`config.mk`:
```
export PLATFORM = sky130hd
export DESIGN_NAME = alu_issue_ctrl
export DESIGN_NICKNAME = d
export VERILOG_FILES = /design/src/rtl/alu_issue_ctrl.sv
export SDC_FILE = /design/constraint.sdc
export NUM_CORES = 1
export LEC_CHECK = 0
export BUFFER_PORTS_ARGS = -buffer_cell sky130_fd_sc_hd__buf_4
export CAP_MARGIN = 30
export CORE_UTILIZATION = 51
export CTS_CLUSTER_DIAMETER = 60
export DETAILED_ROUTE_END_ITERATION = 12
export PLACE_DENSITY = 0.91
export SYNTH_ARGS = -nofsm -noshare
export SYNTH_HDL_FRONTEND = slang
export SYNTH_SLANG_ARGS = --single-unit
```
`constraint.sdc`:
```
create_clock -name CLK -period 2 [get_ports CLK]
set_input_delay 0.4 -clock CLK [delete_from_list [all_inputs] [get_ports CLK]]
set_output_delay 0.4 -clock CLK [all_outputs]
set_load 0.1 [all_outputs]
```
`src/rtl/alu_issue_ctrl.sv`:
```
// Operand/issue stage in front of a registered 8-bit ALU: holds REG_A/REG_B and issues EXEC ops.
// Latency: LOAD 1 edge; READ strobe the cycle after accept; EXEC strobe ALU_LATENCY+2 cycles after accept.
// Backpressure: CMD_READY is high only in IDLE; a held command waits until the EXEC round trip completes.
module alu_issue_ctrl #(
  parameter int unsigned ALU_LATENCY = 1
) (
  input  logic       CLK,
  input  logic       RESET,
  input  logic       CMD_VALID,
  output logic       CMD_READY,
  input  logic [1:0] CMD_TYPE,
  input  logic [3:0] CMD_OP,
  input  logic       CMD_DEST,
  input  logic [7:0] CMD_DATA,
  output logic [7:0] ALU_IN_A,
  output logic [7:0] ALU_IN_B,
  output logic [3:0] ALU_OP,
  input  logic [7:0] ALU_RESULT,
  output logic       RES_VALID,
  output logic [7:0] RES_DATA,
  output logic [7:0] REG_A_OUT,
  output logic [7:0] REG_B_OUT
);

  // Command encodings on CMD_TYPE.
  localparam logic [1:0] CMD_LOAD_A = 2'd0;
  localparam logic [1:0] CMD_LOAD_B = 2'd1;
  localparam logic [1:0] CMD_EXEC   = 2'd2;
  localparam logic [1:0] CMD_READ   = 2'd3;

  // Out-of-range latencies are clamped so the 4-bit counter can never wrap or stall at zero.
  localparam int unsigned LAT_CLAMP = (ALU_LATENCY < 1)  ? 1 :
                                      (ALU_LATENCY > 15) ? 15 : ALU_LATENCY;
  localparam logic [3:0]  LAT_INIT  = 4'(LAT_CLAMP);

  typedef enum logic [1:0] {
    ST_IDLE    = 2'd0,
    ST_WAIT    = 2'd1,
    ST_CAPTURE = 2'd2
  } state_t;

  state_t     state_q, state_d;
  logic [3:0] cnt_q,   cnt_d;
  logic       dest_q,  dest_d;
  logic [7:0] reg_a_q, reg_a_d;
  logic [7:0] reg_b_q, reg_b_d;
  logic [7:0] alu_a_q, alu_a_d;
  logic [7:0] alu_b_q, alu_b_d;
  logic [3:0] alu_op_q, alu_op_d;
  logic [7:0] res_data_q, res_data_d;
  logic       res_vld_q,  res_vld_d;

  logic cmd_accept;
  logic accept_exec;
  logic capture;

  assign cmd_accept  = CMD_VALID && CMD_READY;
  assign accept_exec = cmd_accept && (CMD_TYPE == CMD_EXEC);
  assign capture     = (state_q == ST_CAPTURE);

  // State and latency counter registers; reset abandons any in-flight EXEC.
  always_ff @(posedge CLK) begin
    if (RESET) begin
      state_q <= ST_IDLE;
      cnt_q   <= 4'd0;
    end else begin
      state_q <= state_d;
      cnt_q   <= cnt_d;
    end
  end

  // Next-state logic: IDLE issues, WAIT counts the ALU latency down, CAPTURE writes back for one edge.
  always_comb begin
    state_d   = state_q;
    cnt_d     = cnt_q;
    CMD_READY = 1'b0;
    case (state_q)
      ST_IDLE: begin
        CMD_READY = 1'b1;
        if (accept_exec) begin
          cnt_d   = LAT_INIT;
          state_d = ST_WAIT;
        end
      end
      ST_WAIT: begin
        cnt_d = cnt_q - 4'd1;
        if (cnt_q <= 4'd1) begin
          cnt_d   = 4'd0;
          state_d = ST_CAPTURE;
        end
      end
      ST_CAPTURE: begin
        state_d = ST_IDLE;
      end
      default: begin
        state_d = ST_IDLE;
        cnt_d   = 4'd0;
      end
    endcase
  end

  // Datapath next-state: loads and READ act only on accept; write-back happens only in CAPTURE,
  // and the two can never coincide because commands are accepted in IDLE only.
  always_comb begin
    reg_a_d    = reg_a_q;
    reg_b_d    = reg_b_q;
    alu_a_d    = alu_a_q;
    alu_b_d    = alu_b_q;
    alu_op_d   = alu_op_q;
    dest_d     = dest_q;
    res_data_d = res_data_q;
    res_vld_d  = 1'b0;

    if (cmd_accept) begin
      case (CMD_TYPE)
        CMD_LOAD_A: reg_a_d = CMD_DATA;
        CMD_LOAD_B: reg_b_d = CMD_DATA;
        CMD_EXEC: begin
          alu_a_d  = reg_a_q;
          alu_b_d  = reg_b_q;
          alu_op_d = CMD_OP;
          dest_d   = CMD_DEST;
        end
        CMD_READ: begin
          res_data_d = CMD_DEST ? reg_b_q : reg_a_q;
          res_vld_d  = 1'b1;
        end
        default: ;
      endcase
    end

    if (capture) begin
      res_data_d = ALU_RESULT;
      res_vld_d  = 1'b1;
      if (dest_q) begin
        reg_b_d = ALU_RESULT;
      end else begin
        reg_a_d = ALU_RESULT;
      end
    end
  end

  // Datapath registers; reset takes priority over any concurrent load or write-back.
  always_ff @(posedge CLK) begin
    if (RESET) begin
      reg_a_q    <= 8'd0;
      reg_b_q    <= 8'd0;
      alu_a_q    <= 8'd0;
      alu_b_q    <= 8'd0;
      alu_op_q   <= 4'd0;
      dest_q     <= 1'b0;
      res_data_q <= 8'd0;
      res_vld_q  <= 1'b0;
    end else begin
      reg_a_q    <= reg_a_d;
      reg_b_q    <= reg_b_d;
      alu_a_q    <= alu_a_d;
      alu_b_q    <= alu_b_d;
      alu_op_q   <= alu_op_d;
      dest_q     <= dest_d;
      res_data_q <= res_data_d;
      res_vld_q  <= res_vld_d;
    end
  end

  assign ALU_IN_A  = alu_a_q;
  assign ALU_IN_B  = alu_b_q;
  assign ALU_OP    = alu_op_q;
  assign RES_VALID = res_vld_q;
  assign RES_DATA  = res_data_q;
  assign REG_A_OUT = reg_a_q;
  assign REG_B_OUT = reg_b_q;

endmodule
```
* After elaboration in Yosys (flattened, before gate mapping)
Cells that the tools add are included.
** Cells by class
- Muxes and demuxes :: 22
- Magnitude comparators :: 1
- Equal/unequal tests :: 7
- Reductions and logical operators :: 10
- Bitwise logic cells :: 1
- Add/sub/neg operators :: 1
** Operator list (count)
- two-way mux 8 bit :: 12
- case mux 4 bit (3 select lines) :: 1
- two-way mux 4 bit :: 2
- AND reduction 2 bit :: 4
- equality test 2 bit, second input constant :: 3
- equality test 2 x 1 -> 1 bit, second input constant :: 2
- <= comparator 4 x 1 -> 1 bit, second input constant :: 1
- zero test 2 bit :: 2
- two-way mux 1 bit :: 4
- two-way mux 2 bit :: 2
- inequality test 2 bit, second input constant :: 2
- case mux 2 bit (2 select lines) :: 1
- nonzero test 2 bit :: 2
- subtractor 4 x 1 -> 4 bit, second input constant :: 1
- logical AND 1 bit :: 2
- inverter 1 bit :: 1
** Storage, ports and cells
- Bits in registers :: 52
- Input bits :: 26

* Logic depth before layout (Yosys ltp)
- Depth in word-level cells :: 6
- Depth in mapped cells :: 6
- Mapped depth without buffers :: 5

* Worst setup path before layout
Ideal clock, no wire load.
- Kind :: reg2out
- Start point :: register state_q[1]
- End point :: output CMD_READY
- Arrival :: 1.704 ns
- Cell stages (with the launch flop) :: 3
- Path slack :: -0.104 ns
- Data required time :: 1.600 ns
- Cells stage by stage :: dfxtp_1 -> buf_4 -> nor2_1
** On the way
- Word-level cells in the longest chain between the ends :: 2
** RTL lines
- from (decl) :: line 42 : state_t state_q, state_d;
- from (signal assigned) :: line 67 : state_q <= state_d;
- zero test 2 bit :: line 77 : case (state_q)
- two-way mux 1 bit :: line 77
- to (decl) :: line 10 : output logic CMD_READY,
No other way between the ends.

* Worst setup path after layout
- Start point :: register state_q[0]
- End point :: register reg_b_q[6] (netlist: REG_B_OUT[6])
** On the way
- Word-level cells in the longest chain between the ends :: 6
- Elaborated cells on any way between the ends :: 7
- Those cells by class :: eq/ne (1); mux (4); reduce/logical (2)
** RTL lines
- zero test 2 bit :: line 77
- two-way mux 1 bit :: line 77
- logical AND 1 bit :: line 57 : assign cmd_accept = CMD_VALID && CMD_READY;
- two-way mux 8 bit :: line 114 : if (cmd_accept) begin
- two-way mux 8 bit :: line 135 : if (dest_q) begin
- two-way mux 8 bit (*) :: line 132 : if (capture) begin
- to (signal assigned) :: line 156 : reg_b_q <= reg_b_d;
- to (decl) :: line 46 : logic [7:0] reg_b_q, reg_b_d;
Every way passes the cells marked *; elsewhere a longest branch is shown, timed or not.
A chain may end at the register's enable or synchronous reset.

==> results.py <==
metrics = {
    "status": {
        "status": "complete, no violations",
    },
    "critical_path": {
        "start_kind": "register",
        "r2r_slack_ns": 0.25,
        "cp_max_fo": 16,
        "cp_data_arrival_time_ns": 1.97,
        "path_buf_inv": 1,
        "crit_path_start": "state_q[0]",
        "slowest_delay_ns": 0.53,
        "crit_path_end_kind": "register",
        "worstPathRequired_ns": 2.22,
        "crit_type": "register to register",
        "cp_slowest_cell": "dfxtp_1",
        "path_cells": "buf_4 > nand3b_1 > nor2_1 > a311oi_1",
        "r2r_start": "state_q[0]",
        "cpLargestDelayFamily": "simple AND/OR/NAND/NOR gates",
    },
    "drt": {
        "wl_mm": 6.39,
        "vias_per_cell": 6.28,
        "routedWlPerCell_um": 16.7,
        "drc": 0,
        "vias": 2407,
        "drtAntennaViolNets": 0,
        "drtIter0Drc": 330,
        "first_pass_iters": 7,
    },
    "sta": {
        "period_share_pct": 87.5,
        "tightestPinTransition_ns": 0.674,
        "drv_slew": 0,
        "fmax_mhz": 571,
        "hold_violations": 0,
        "rsz0062_at_grt": "false",
        "relSlewSlack_pct": 54.9,
        "fin_tns_setup_ns": 0,
        "setup_slack_ns": 0.250,
        "final.min_clock_period_ns": 1.75,
        "finalSetupViolCount": 0,
        "skew_ns": 0.00929,
    },
    "synthesis": {
        "syn_nets": 304,
        "yosysTopAreaCell": "dfxtp_1",
        "synth_mux_area_share_pct": 7.00,
        "syn_inst": 276,
        "synth-seq-cells": 52,
        "ys.warnings.count": 0,
        "synth_top_family_by_area": "compound AO/OA/AOI/OAI gates",
        "synth_xor_area_share_pct": 0,
        "syn_avg_cell_area_um2": 8.80,
        "synth_area_leaders": "dfxtp_1, nand3_1, a311oi_1",
        "synthAdderAreaFrac_pct": 1.03,
        "synth_ff_type": "dfxtp_1",
        "synth-compound-area-share_pct": 25.3,
        "async_reset_ff_share_pct": 0,
        "syn_area_um2": 2430,
        "synth_edf_count": 0,
        "synth_cell_types": 34,
        "synth_seq_area_share_pct": 42.8,
        "synth.top_cell.area_share_pct": 42.8,
        "synthSimpleGateAreaFrac_pct": 16.1,
    },
    "cts": {
        "clk_root_buffer_cell": "clkbuf_8",
        "htree_num_levels": 2,
        "cts_tree": "done",
        "clk_latency_ns": 0.31,
        "cts_hold_buf": 0,
        "path_clk_slew_ns": 0.10,
        "postCtsSetupRepairBufs": 0,
        "cts_buffer_depth": 2,
        "cts-resized-gates": 0,
        "cts_inserted_buffers": 5,
        "cts.sinks": 52,
    },
    "placed_design": {
        "port_buffers": 71,
        "hpwl_mm": 4.31,
        "pre_cts_slack_ns": 0.279,
        "gp_congestion": 0.857,
        "placed_cell_area_um2": 2920,
        "dp.cells": 375,
    },
    "grt": {
        "grt_overflow_total": 0,
        "grt_pass1_wl_mm": 10.3,
        "antenna_found_initial": 0,
        "track_usage_pct": 25.6,
        "grt_pass1_vias": 2141,
        "grt_start_max_net_pins": 46,
    },
    "cells_and_area": {
        "nets": 358,
        "stdcell_count": 383,
        "design_area_um2": 3030,
        "final_layout_size_suffix_gt1_share_pct": 29.6,
        "diodes": 0,
        "areaGrowthSynthToFinish_pct": 24.9,
    },
    "power": {
        "p_per_area_nw_per_um2": 734,
        "leakage_nw": 1.23,
        "power.internal_w": 0.00155,
        "p_sw_w": 0.000682,
        "p_clk_share_pct": 32.6,
        "combPwrFrac_pct": 18.6,
        "p_seq_share_pct": 48.8,
        "total_power_w": 0.00223,
        "swShare_pct": 30.6,
        "peakVddDrop_v": 0.000334,
    },
    "run": {
        "cap_violations": 0,
    },
    "die": {
        "dieArea_um2": 5040,
        "start_util_pct": 54.3,
        "rows": 24,
        "io_pins": 72,
        "core_region_area_um2": 4470,
        "die_h_um": 71.0,
        "fp.dieW_um": 71.0,
    },
    "min_path": {
        "hold_class": "input port to register",
        "min_from": "CMD_OP[0]",
    },
}
routing by layer:
metal / up-vias / wire length (um) / track usage [%]
met1: 1115 / 2800 / 35.3
met4: 0 / 80 / 10.4
met5: - / 0 / 0
met3: 13 / 546 / 4.84
li1: 1131 / - / -
met2: 148 / 2970 / 39.6
cells in the final DEF, fill, tap and decap left out, types with 2 or more instances in the layout:
cell type	synthesis	layout
buf_4	3	77
dfxtp_1	52	52
nand3_1	37	37
o21ai_0	25	25
a21oi_1	24	24
nor2_1	18	17
a311oi_1	16	16
o21ai_1	13	13
mux2_2	8	8
mux2i_1	8	8
o2bb2ai_1	8	8
inv_1	7	7
clkbuf_8	0	5
o311ai_0	4	4
o211ai_1	3	3
a31oi_1	3	3
nor2b_1	2	2
nor4b_4	1	2
or3_1	2	2
nor4_1	2	2
nand2_1	2	2
ha_1	2	2
power groups by stage:
| stage | combinational, W | clock, W | sequential, W |
|---|---|---|---|
| after floorplan | 0.000149 | 0 | 0.00126 |
| after CTS | 0.000410 | 0.000729 | 0.00109 |
| after global placement | 0.000403 | 0 | 0.00111 |
| after global routing | 0.000432 | 0.000771 | 0.00109 |
| final | 0.000413 | 0.000726 | 0.00109 |
| after detailed placement | 0.000409 | 0 | 0.00111 |
cells in the mapped netlist, types with 2 or more instances:
cell,instances
a21oi_1,24
a311oi_1,16
a31oi_1,3
buf_2,5
buf_4,3
buf_6,4
clkbuf_1,17
dfxtp_1,52
ha_1,2
inv_1,7
mux2_2,8
mux2i_1,8
nand2_1,2
nand3_1,37
nor2_1,18
nor2b_1,2
nor4_1,2
o211ai_1,3
o21ai_0,25
o21ai_1,13
o2bb2ai_1,8
o311ai_0,4
or3_1,2
worst paths after layout:
check | to | depth (start not counted)
worst min register to register | RES_DATA[2] | 1
worst max register to register | REG_B_OUT[6] | 4
worst min-delay path | ALU_OP[0] | 3
worst max-delay path | REG_B_OUT[6] | 4
registers in the layout (all words and copies together) (netlist names):
name / cells
state_q: 2
RES_VALID: 1
ALU_IN_A: 8
ALU_IN_B: 8
cnt_q: 4
RES_DATA: 8
REG_B_OUT: 8
dest_q: 1
ALU_OP: 4
REG_A_OUT: 8
layout make-up:
| class | instances | area [um2] |
|---|---|---|
| timing repair buffer | 77 | 578 |
| inverter | 7 | 26.3 |
| fill | 362 | 1440 |
| tap | 52 | 65.1 |
| sequential | 52 | 1040 |
| clock buffer | 5 | 68.8 |
| clock inverter | 3 | 42.5 |
| multi-input combinational | 187 | 1210 |
cells by family after synthesis:
group                    count (synthesis)
AO/OA/AOI/OAI                           98
adder cells (fa/ha/maj)                  2
buffers and inverters                   37
flip-flops                              52
multiplexers                            16
AND/OR/NAND/NOR                         71
per-stage QoR:
step,util (%),hold WS [ns]
4_1_cts,67.8,0.349
6_report,67.8,0.352
3_3_place_gp,65.3,0.452
5_1_grt,67.8,0.376
2_1_floorplan,-,0.464
3_5_place_dp,65.3,0.450
worst register-to-register path, stage by stage, from the launching register on:
cell      delay [ns]
dfxtp_1         0.53
buf_4           0.22
nand3b_1        0.52
nor2_1          0.09
a311oi_1        0.30
(Power assumes the default switching activity.)
